**src/rtl/pong_game_controller.sv**
```systemverilog
// Pong rally sequencer: holds the ball in reset between points, gates
// per-frame ball steps during play, detects goals and keeps both scores.
module pong_game_controller #(
    parameter int unsigned LEFT_GOAL_X  = 15,
    parameter int unsigned RIGHT_GOAL_X = 225,
    parameter int unsigned SERVE_DELAY  = 60,
    parameter int unsigned WIN_SCORE    = 7
) (
    input  logic       clock,
    input  logic       reset,
    input  logic       frameTick,
    input  logic       startButton,
    input  logic [7:0] ballXValue,
    input  logic       ballDirection,
    output logic       ballReset,
    output logic       ballStep,
    output logic [3:0] leftScore,
    output logic [3:0] rightScore,
    output logic       lastScorer,
    output logic       gameOver,
    output logic [2:0] state
);

    typedef enum logic [2:0] {
        IDLE       = 3'd0,
        SERVE_WAIT = 3'd1,
        PLAY       = 3'd2,
        POINT      = 3'd3,
        GAME_OVER  = 3'd4
    } state_t;

    localparam logic [7:0] LEFT_X     = 8'(LEFT_GOAL_X);
    localparam logic [7:0] RIGHT_X    = 8'(RIGHT_GOAL_X);
    localparam logic [7:0] SERVE_LAST = 8'(SERVE_DELAY - 1);
    localparam logic [3:0] WIN        = 4'(WIN_SCORE);

    state_t     state_q, state_d;
    logic [7:0] serve_count_q, serve_count_d;
    logic [3:0] left_score_q, left_score_d;
    logic [3:0] right_score_q, right_score_d;
    logic       last_scorer_q, last_scorer_d;
    logic       start_prev_q;
    logic       start_armed_q;

    logic       start_press;
    logic       left_goal;
    logic       right_goal;
    logic       goal_tick;

    // A button held through reset stays unarmed until it is seen low once,
    // so it cannot masquerade as a fresh press when reset releases.
    assign start_press = startButton & ~start_prev_q & start_armed_q;

    assign right_goal = ~ballDirection & (ballXValue <= LEFT_X);
    assign left_goal  =  ballDirection & (ballXValue >= RIGHT_X);
    assign goal_tick  = frameTick & (state_q == PLAY) & (left_goal | right_goal);

    // Button edge detector and arming flag.
    // NOTE: sequential state uses non-blocking assignments so every register
    // samples pre-edge values regardless of statement order.
    always_ff @(posedge clock or posedge reset) begin
        if (reset) begin
            start_prev_q  <= 1'b0;
            start_armed_q <= 1'b0;
        end else begin
            start_prev_q  <= startButton;
            start_armed_q <= start_armed_q | ~startButton;
        end
    end

    // Rally state, serve counter and score registers.
    always_ff @(posedge clock or posedge reset) begin
        if (reset) begin
            state_q       <= IDLE;
            serve_count_q <= 8'd0;
            left_score_q  <= 4'd0;
            right_score_q <= 4'd0;
            last_scorer_q <= 1'b0;
        end else begin
            state_q       <= state_d;
            serve_count_q <= serve_count_d;
            left_score_q  <= left_score_d;
            right_score_q <= right_score_d;
            last_scorer_q <= last_scorer_d;
        end
    end

    // Next-state, serve counting, goal latching and score update.
    // NOTE: every value written here is defaulted first so no path leaves a
    // signal unassigned and no latch is inferred.
    always_comb begin
        state_d       = state_q;
        serve_count_d = serve_count_q;
        left_score_d  = left_score_q;
        right_score_d = right_score_q;
        last_scorer_d = last_scorer_q;

        case (state_q)
            IDLE: begin
                if (start_press) begin
                    left_score_d  = 4'd0;
                    right_score_d = 4'd0;
                    serve_count_d = 8'd0;
                    state_d       = SERVE_WAIT;
                end
            end

            SERVE_WAIT: begin
                if (frameTick) begin
                    if (serve_count_q == SERVE_LAST) begin
                        serve_count_d = 8'd0;
                        state_d       = PLAY;
                    end else begin
                        serve_count_d = serve_count_q + 8'd1;
                    end
                end
            end

            PLAY: begin
                if (goal_tick) begin
                    last_scorer_d = left_goal;
                    state_d       = POINT;
                end
            end

            POINT: begin
                // Ticks landing here are deliberately ignored.
                if (last_scorer_q) begin
                    if (left_score_q < WIN) left_score_d = left_score_q + 4'd1;
                end else begin
                    if (right_score_q < WIN) right_score_d = right_score_q + 4'd1;
                end
                if ((last_scorer_q && left_score_d == WIN) ||
                    (!last_scorer_q && right_score_d == WIN)) begin
                    state_d = GAME_OVER;
                end else begin
                    serve_count_d = 8'd0;
                    state_d       = SERVE_WAIT;
                end
            end

            GAME_OVER: begin
                if (start_press) begin
                    left_score_d  = 4'd0;
                    right_score_d = 4'd0;
                    serve_count_d = 8'd0;
                    state_d       = SERVE_WAIT;
                end
            end

            default: state_d = IDLE;
        endcase
    end

    assign ballReset  = (state_q != PLAY);
    assign gameOver   = (state_q == GAME_OVER);
    assign ballStep   = frameTick & (state_q == PLAY) & ~goal_tick;
    assign leftScore  = left_score_q;
    assign rightScore = right_score_q;
    assign lastScorer = last_scorer_q;
    assign state      = state_q;

endmodule

```
**config.mk**
```make
export PLATFORM = sky130hd
export DESIGN_NAME = pong_game_controller
export DESIGN_NICKNAME = d
export VERILOG_FILES = /design/src/rtl/pong_game_controller.sv
export SDC_FILE = /design/constraint.sdc
export NUM_CORES = 1
export LEC_CHECK = 0
export ABC_CLOCK_PERIOD_IN_PS = 4550
export CORE_UTILIZATION = 50
export DETAILED_ROUTE_END_ITERATION = 6
export PLACE_DENSITY = 0.87
export SYNTH_ARGS = -nofsm -noshare
export SYNTH_HDL_FRONTEND = slang
export SYNTH_SLANG_ARGS = --single-unit
```
**constraint.sdc**
```tcl
create_clock -name clock -period 4.55 [get_ports clock]
set_input_delay 0.91 -clock clock [delete_from_list [all_inputs] [get_ports clock]]
set_output_delay 0.91 -clock clock [all_outputs]
set_load 0.02 [all_outputs]
```
* Word-level counts from Yosys, hierarchy flattened
Index checks and enable logic that the tools add are counted.
** Word-level totals
- Bits in registers :: 22
- Latch bits :: 0
- Memory bits (writable) :: 0
- Memory bits (read-only) :: 0
- Output and inout port bits :: 15
- Logic and storage cells :: 72
- Memories kept :: 0
** Operators by class
- Add/subtract/negate cells :: 3
- Multiply operators :: 0
- Div/mod/pow operators :: 0
- $lt $le $gt $ge :: 4
- Equality and inequality tests :: 13
- Shift-type cells :: 0
- Muxes and demuxes :: 20
- Bitwise gates (word level) :: 13
- Reduce and logical (&&, ||, !) cells :: 12
** Operators with widths (number)
- 2-to-1 mux 8 bit :: 4
- 2-to-1 mux 4 bit :: 7
- one-hot mux 8 bit (3 select lines) :: 1
- one-hot mux 4 bit (2 select lines) :: 2
- 2-to-1 mux 3 bit :: 5
- one-hot mux 3 bit (4 select lines) :: 1
- adder 4 x 1 -> 4 bit (second input constant) :: 2
- adder 8 x 1 -> 8 bit (second input constant) :: 1
- == test 4 x 3 -> 1 bit (second input constant) :: 2
- == test 8 x 6 -> 1 bit (second input constant) :: 1
- greater-or-equal comparator 8 bit (second input constant) :: 1
- less-or-equal comparator 8 x 4 -> 1 bit (second input constant) :: 1
- < comparator 4 x 3 -> 1 bit (second input constant) :: 2
- inequality test 2 bit (second input constant) :: 4
- AND reduction 4 bit :: 2
- AND 1 bit :: 7
- == test 3 x 2 -> 1 bit (second input constant) :: 2
- NOT 1 bit :: 4
- AND reduction 2 bit :: 2
- == test 3 x 1 -> 1 bit (second input constant) :: 1
- == test 3 bit (second input constant) :: 1
- zero test 3 bit :: 1
- inequality test 3 x 2 -> 1 bit (second input constant) :: 1
- nonzero test 3 bit :: 1
- 7 further kinds :: 9

* Longest topological paths before layout
- Word-level depth :: 9
- Gate-level depth with buffers :: 6
- Mapped depth without buffers :: 5

* Worst setup path after synthesis
Ideal clock, no wire load.
- Kind :: input-to-output
- Start point :: in ballXValue[2]
- End point :: out ballStep
- Arrival :: 1.945 ns
- Data required time :: 3.640 ns
- Setup slack :: 1.695 ns
- Cell stages on the path :: 4
- Path buffers :: 0
- Path through :: or4_1 -> o21ai_1 -> nand2_1 -> nor2_1
** On the way
- Word-level cells in the longest chain between the ends :: 6
- Elaborated cells between the ends (all ways) :: 8
- Those cells by class :: 2 x order compare; 6 x bitwise
** RTL lines
- start, declared :: RTL line 13 : input logic [7:0] ballXValue,
- greater-or-equal comparator 8 bit or less-or-equal comparator 8 x 4 -> 1 bit (tied branches) :: RTL line 55, 54
- AND 1 bit (on tied branches) :: RTL line 55, 54
- bitwise OR 1 bit * :: RTL line 56 : assign goal_tick = frameTick & (state_q == PLAY) & (left_goal | right_goal);
- AND 1 bit * :: RTL line 56
- NOT 1 bit * :: RTL line 157 : assign ballStep = frameTick & (state_q == PLAY) & ~goal_tick;
- AND 1 bit * :: RTL line 157
- end, declared :: RTL line 16 : output logic ballStep,
Every way passes the cells marked *; elsewhere a longest branch is shown, timed or not.

* Final worst setup path
Same ends and word-level chain as after synthesis.

==> metrics.csv <==
metric,value,unit
ys async rst share,100,%
Worst-Skew Late Latency,0.30,ns
TNS Setup,0,ns
synthesized cell area,1330,µm²
die area,2870,µm²
Nets,191,
cell taking the most area after synthesis,dfrtp_1,
global-route usage over all layers,25.9,%
vias in the first global route,1234,
hold slack,0.510,ns
"Seq/Total Area, Yosys",41.4,%
syn_area_per_cell,8.99,µm²
Hold Path End,start_armed_q,
Bufs and invs on worst path,2,
R2R Path End,serve_count_q[5],
worst slew pin tran,0.848,ns
Power Density,557,nW/µm²
antenna diode count,0,
maximum clock path buffer count,2,
Max H-tree Level,1,
"Design Area, Final",1640,µm²
Detail Route Antenna Nets,0,
Overall Power,911,µW
Crit-path slowest cell,clkdlybuf4s50_1,
CP required,3.64,ns
Final GP Congestion,0.896,
crit path launch,ballXValue[2],
Post-Syn Instances,148,
Worst Hold Class,flip-flop to flip-flop,
Max VDD drop,0.000382,V
"Reg clk slew, reported paths",0.12,ns
Initial Utilization,53.2,%
post-CTS resize count,0,
ranking of synthesized cells by area,"dfrtp_1 41%, nand3_1 3.4%, nand2_1 3.4%, nor2_1 3.1%, a31oi_1 2.8%",
post-route minimum period,3.72,ns
Filler cells,217,
CP max FO,3,
hold_sp,start_armed_q,
layout cells sized above 1,4.05,%
critical path capture point type,output pin,
drt drc,0,
Synth Flop Type,dfrtp_1,
"Core Util, Final",65.4,%
clock buffer count from CTS,3,
CTS sink cnt,22,
setup repair bufs after CTS,0,
Worst path most repeated cell,clkdlybuf4s50_1,
Iter 0 DRT Violations,24,
top-count cell post-synth,dfrtp_1,
Fmax,0.269,GHz
post-synth top area share,41.4,%
largest net degree at the start of global routing,23,
Worst setup SP type,input port,
# setup viols final,0,
wire length per cell,15.6,µm
CP max stage delay,0.61,ns
"Cell Count, Final, Fillers Out",203,
"Hold Vio Cnt, Final",0,
Post-synth top cells,"22 x dfrtp_1, 12 x nand2_1, 11 x nor2_1, 10 x inv_1, 9 x nand3_1",
Top Ports,28,
Static Leak,0.676,nW
Post-synth EDFFs,0,
worst-path cell chain,"clkdlybuf4s50_1, or4_1, o21ai_1, nand2_1, nor2_1, clkdlybuf4s50_1",
antenna violations before repair,0,
Die Span X,53.6,µm
hold-critical path depth,1,
Via Count,1284,
unique cell type count in the Yosys netlist,45,
Worst R2R Start,serve_count_q[0],
total grt overflow,0,
DR vias/cell,6.33,
status,"complete, no violations",
reg-to-reg setup timing slack,2.57,ns
crit path kind,input port to output pin,
clk_skew,0.00605,ns
Die Y,53.6,µm
Core ar.,2500,µm²
synthesized flop and latch total,22,
Ys Warns,0,
Post-DP HPWL,2330,µm
Slew HR,43.4,%
first-pass GRT wire length,5480,µm
placed cell areas,1610,µm²
final WL,3170,µm
max-cap viol count,0,
Area Overhead vs Synth,23.0,%
worst setup margin,0.831,ns
IO buf count,27,
clk root buf,clkbuf_4,
Detailed Routing Iterations Pass 1,4,
post-placement setup slack,0.837,ns
Crit path max-delay family,buffers and inverters,
crit path DAT,2.81,ns
CTS tree,done,
hold_buf cts,0,
fin crit share,81.7,%
max-slew violation count,0,
worst reg2reg path depth,5,
Placed Cells,200,
row cnt,18,
Synth Net Count,164,
RSZ-0062 raised after global routing,no,
[cell families (layout without fill, tap and decap cells)]
| logic type | Yosys count | count (layout) | share of synthesized area (%) |
|---|---|---|---|
| compound gates | 38 | 38 | 21.4 |
| xor+xnor | 3 | 3 | 1.98 |
| fa+ha+maj | 3 | 3 | 2.82 |
| buf+inv | 15 | 40 | 4.70 |
| flops | 22 | 22 | 41.4 |
| mux | 1 | 1 | 0.753 |
| simple gates | 66 | 66 | 26.9 |
[flip-flops by register name (all words and copies together), names as in the netlist]
register and flops:
lastScorer 1, leftScore 4, state 3, rightScore 4
start_prev_q 1, start_armed_q 1, serve_count_q 8
[placed cells by master (no fill, tap or decap), drive strengths merged, types with 4 or more instances in the layout]
cell and instances:
nand2 12, nand3 9, inv 10, nand2b 4
nor2 13, dfrtp 22, nor3 5, a31oi 6
clkdlybuf4s50 27, o21ai 7, nand4 4
[how the worst max path moves through the flow]
| stage | end | slack [ns] | cells after the start |
|---|---|---|---|
| after global routing | ballStep | 0.66 | 6 |
| after global placement | ballStep | 0.90 | 6 |
| after floorplan | ballStep | 1.69 | 4 |
| after CTS | ballStep | 0.83 | 6 |
| final | ballStep | 0.83 | 6 |
| after detailed placement | ballStep | 0.84 | 6 |
[cell type report]
| cell class | instances | area [µm²] | share of cell area, % |
|---|---|---|---|
| clock buffers | 3 | 22.5 | 1.38 |
| inverters | 10 | 37.5 | 2.30 |
| multi-input cells | 111 | 717 | 43.8 |
| flip-flops and latches | 22 | 551 | 33.7 |
| well taps | 30 | 37.5 | 2.30 |
| repair buffers | 27 | 270 | 16.5 |
[report_power, final]
part	internal [mW]	switching (mW)
Clock	0.0309	0.0590
Combinational	0.208	0.256
Sequential	0.256	0.102
[metal layers]
metal / track usage (%) / up-vias / part of all wire (%)
met5: 0 / - / 0
met4: 7.89 / 0 / 1.3
met3: 3.67 / 8 / 3.3
met2: 48.1 / 37 / 53
met1: 30.4 / 623 / 43
li1: - / 616 / -
No activity file was read; power rests on OpenSTA's default activity.
==> patch: new RTL, config.mk and constraints unchanged <==
Add an input register stage for `startButton`, with the module's reset; this delays it by one clock. The other inputs are not delayed to match.
--- a/src/rtl/pong_game_controller.sv
+++ b/src/rtl/pong_game_controller.sv
@@ -34,6 +34,16 @@
     localparam logic [7:0] SERVE_LAST = 8'(SERVE_DELAY - 1);
     localparam logic [3:0] WIN        = 4'(WIN_SCORE);
 
+    logic startButton_q;
+
+    always_ff @(posedge clock or posedge reset) begin
+        if (reset) begin
+            startButton_q <= '0;
+        end else begin
+            startButton_q <= startButton;
+        end
+    end
+
     state_t     state_q, state_d;
     logic [7:0] serve_count_q, serve_count_d;
     logic [3:0] left_score_q, left_score_d;
@@ -49,7 +59,7 @@
 
     // A button held through reset stays unarmed until it is seen low once,
     // so it cannot masquerade as a fresh press when reset releases.
-    assign start_press = startButton & ~start_prev_q & start_armed_q;
+    assign start_press = startButton_q & ~start_prev_q & start_armed_q;
 
     assign right_goal = ~ballDirection & (ballXValue <= LEFT_X);
     assign left_goal  =  ballDirection & (ballXValue >= RIGHT_X);
@@ -63,8 +73,8 @@
             start_prev_q  <= 1'b0;
             start_armed_q <= 1'b0;
         end else begin
-            start_prev_q  <= startButton;
-            start_armed_q <= start_armed_q | ~startButton;
+            start_prev_q  <= startButton_q;
+            start_armed_q <= start_armed_q | ~startButton_q;
         end
     end
 
Function: changed (a bounded check fails within 4 cycles, from zero or initial values and one cycle with reset high).
==> patch against the unedited design <==
- clock power up 4.1%
- power down 27%
- design area up 4.1%
- area after synthesis up 4.9%
- critical path type unchanged
- worst setup slack worse by 16 ps
- largest cell class unchanged
- combinational power down 44%
- core utilization up 0.86 points
- sequential cell count up 1
- routed wire length down 0.72%
==> patch: results (changes against the unedited design) <==
| Metric | Value |
|---|---|
| Largest stage delay, worst path | `roughly 600 ps` |
| Post-route cell area | `1702 um^2 (+4.1%)` |
| Length of routed wiring on met1 | `1460 um (+7.4%)` |
| Largest net degree at the start of global routing | `24 (+4.3%)` |
| Combinational share of power | `39.1% (-12 points)` |
| Initial antenna violation count | `0 (unchanged)` |
| Hold Path Class | `flop to flop` |
| First-pass GRT wire length | `5037 um (-8.1%)` |
| M1 GR Usage | `29.67% (-0.70 points)` |
| Leak Pwr | `0.6992 nW (+3.4%)` |
| Max VDD drop | `0.3679 mV (-3.7%)` |
| Share of cells above drive strength 1 | `6.077% (+2.0 points)` |
| Routability Congestion | `0.8290 (-7.4%)` |
| Met2 wire length | `1534 um (-8.1%)` |
| HP Start | `startButton_q$_DFF_PP0_` |
| Layout fillers | `211 (-2.8%)` |
| Bufs on Longest Clock Path | `2 (unchanged)` |
| Post-Synthesis Net Count | `169 (+3.0%)` |
| Detailed-route wire length per cell | `14.93 um (-4.5%)` |
| Pwr Density | `390.4 nW/um^2 (-30%)` |
| Synth unique cells | `47 (+4.4%)` |
| Reg clk slew, reported paths | `between 100 and 150 ps` |
| Status | `finished, final reports clean` |
| Synth cell count leaders | `23 x dfrtp_1, 14 x nor2_1, 12 x nand2_1, 10 x o21ai_0, 8 x inv_1` |
| Setup Slack @ Placement | `822.8 ps (-14.32 ps)` |
| Vias per cell | `6.161 (-2.6%)` |
| DR iter-0 viols | `30 (+25%)` |
| Post-Route Skew | `8.651 ps (+2.602 ps)` |
| Slowest cell on crit path | `clkdlybuf4s50_1` |
| Slew HR | `43.41% (about the same)` |
| Fin cells | `211 (+3.9%)` |
| Total global-route track usage | `23.56% (-2.3 points)` |
| Met3 routed WL | `116 um (+12%)` |
| Seq/Total Area, Yosys | `41.26% (-0.14 points)` |
| Worst path arrival time | `2820 ps (about the same)` |
| Clk power | `0.0936 mW (+4.1%)` |
| Internal power | `0.4065 mW (-18%)` |
| Grt met2 use | `39.36% (-8.8 points)` |
| Met3 usage | `6.667% (+3.0 points)` |
[patch: final cells by class]
type	count	share of cell area [%]
Clock buffer	4	1.544
Inverter	8	1.765
Multi-Input combinational cell	119	44.78
Sequential cell	23	33.82
Tap cell	30	2.206
Timing Repair Buffer	27	15.88
[patch: cell families (layout without fill, tap and decap cells)]
group,count (synthesis),in the layout,synth area share (%)
AO/OA/AOI/OAI,47,47,23.68
adder cells (fa/ha/maj),3,3,2.691
XOR/XNOR,1,1,0.6279
AND/OR/NAND/NOR,68,68,27.62
flip-flops,23,23,41.26
buffers and inverters,11,39,4.125
[patch: path summary, 6_finish.rpt]
path                       slack (ps)  cells after the start                      endpoint
setup reg to reg                 2690                      5          state[0]$_DFFE_PP0P_
setup / recovery                  820                      6                      ballStep
hold / removal                    450                      0        start_prev_q$_DFF_PP0_
hold reg to reg                   450                      0        start_prev_q$_DFF_PP0_
min in group asynchronous        1060                      2        lastScorer$_DFFE_PP0P_
max in group asynchronous        2970                      2  serve_count_q[1]$_DFFE_PP0P_
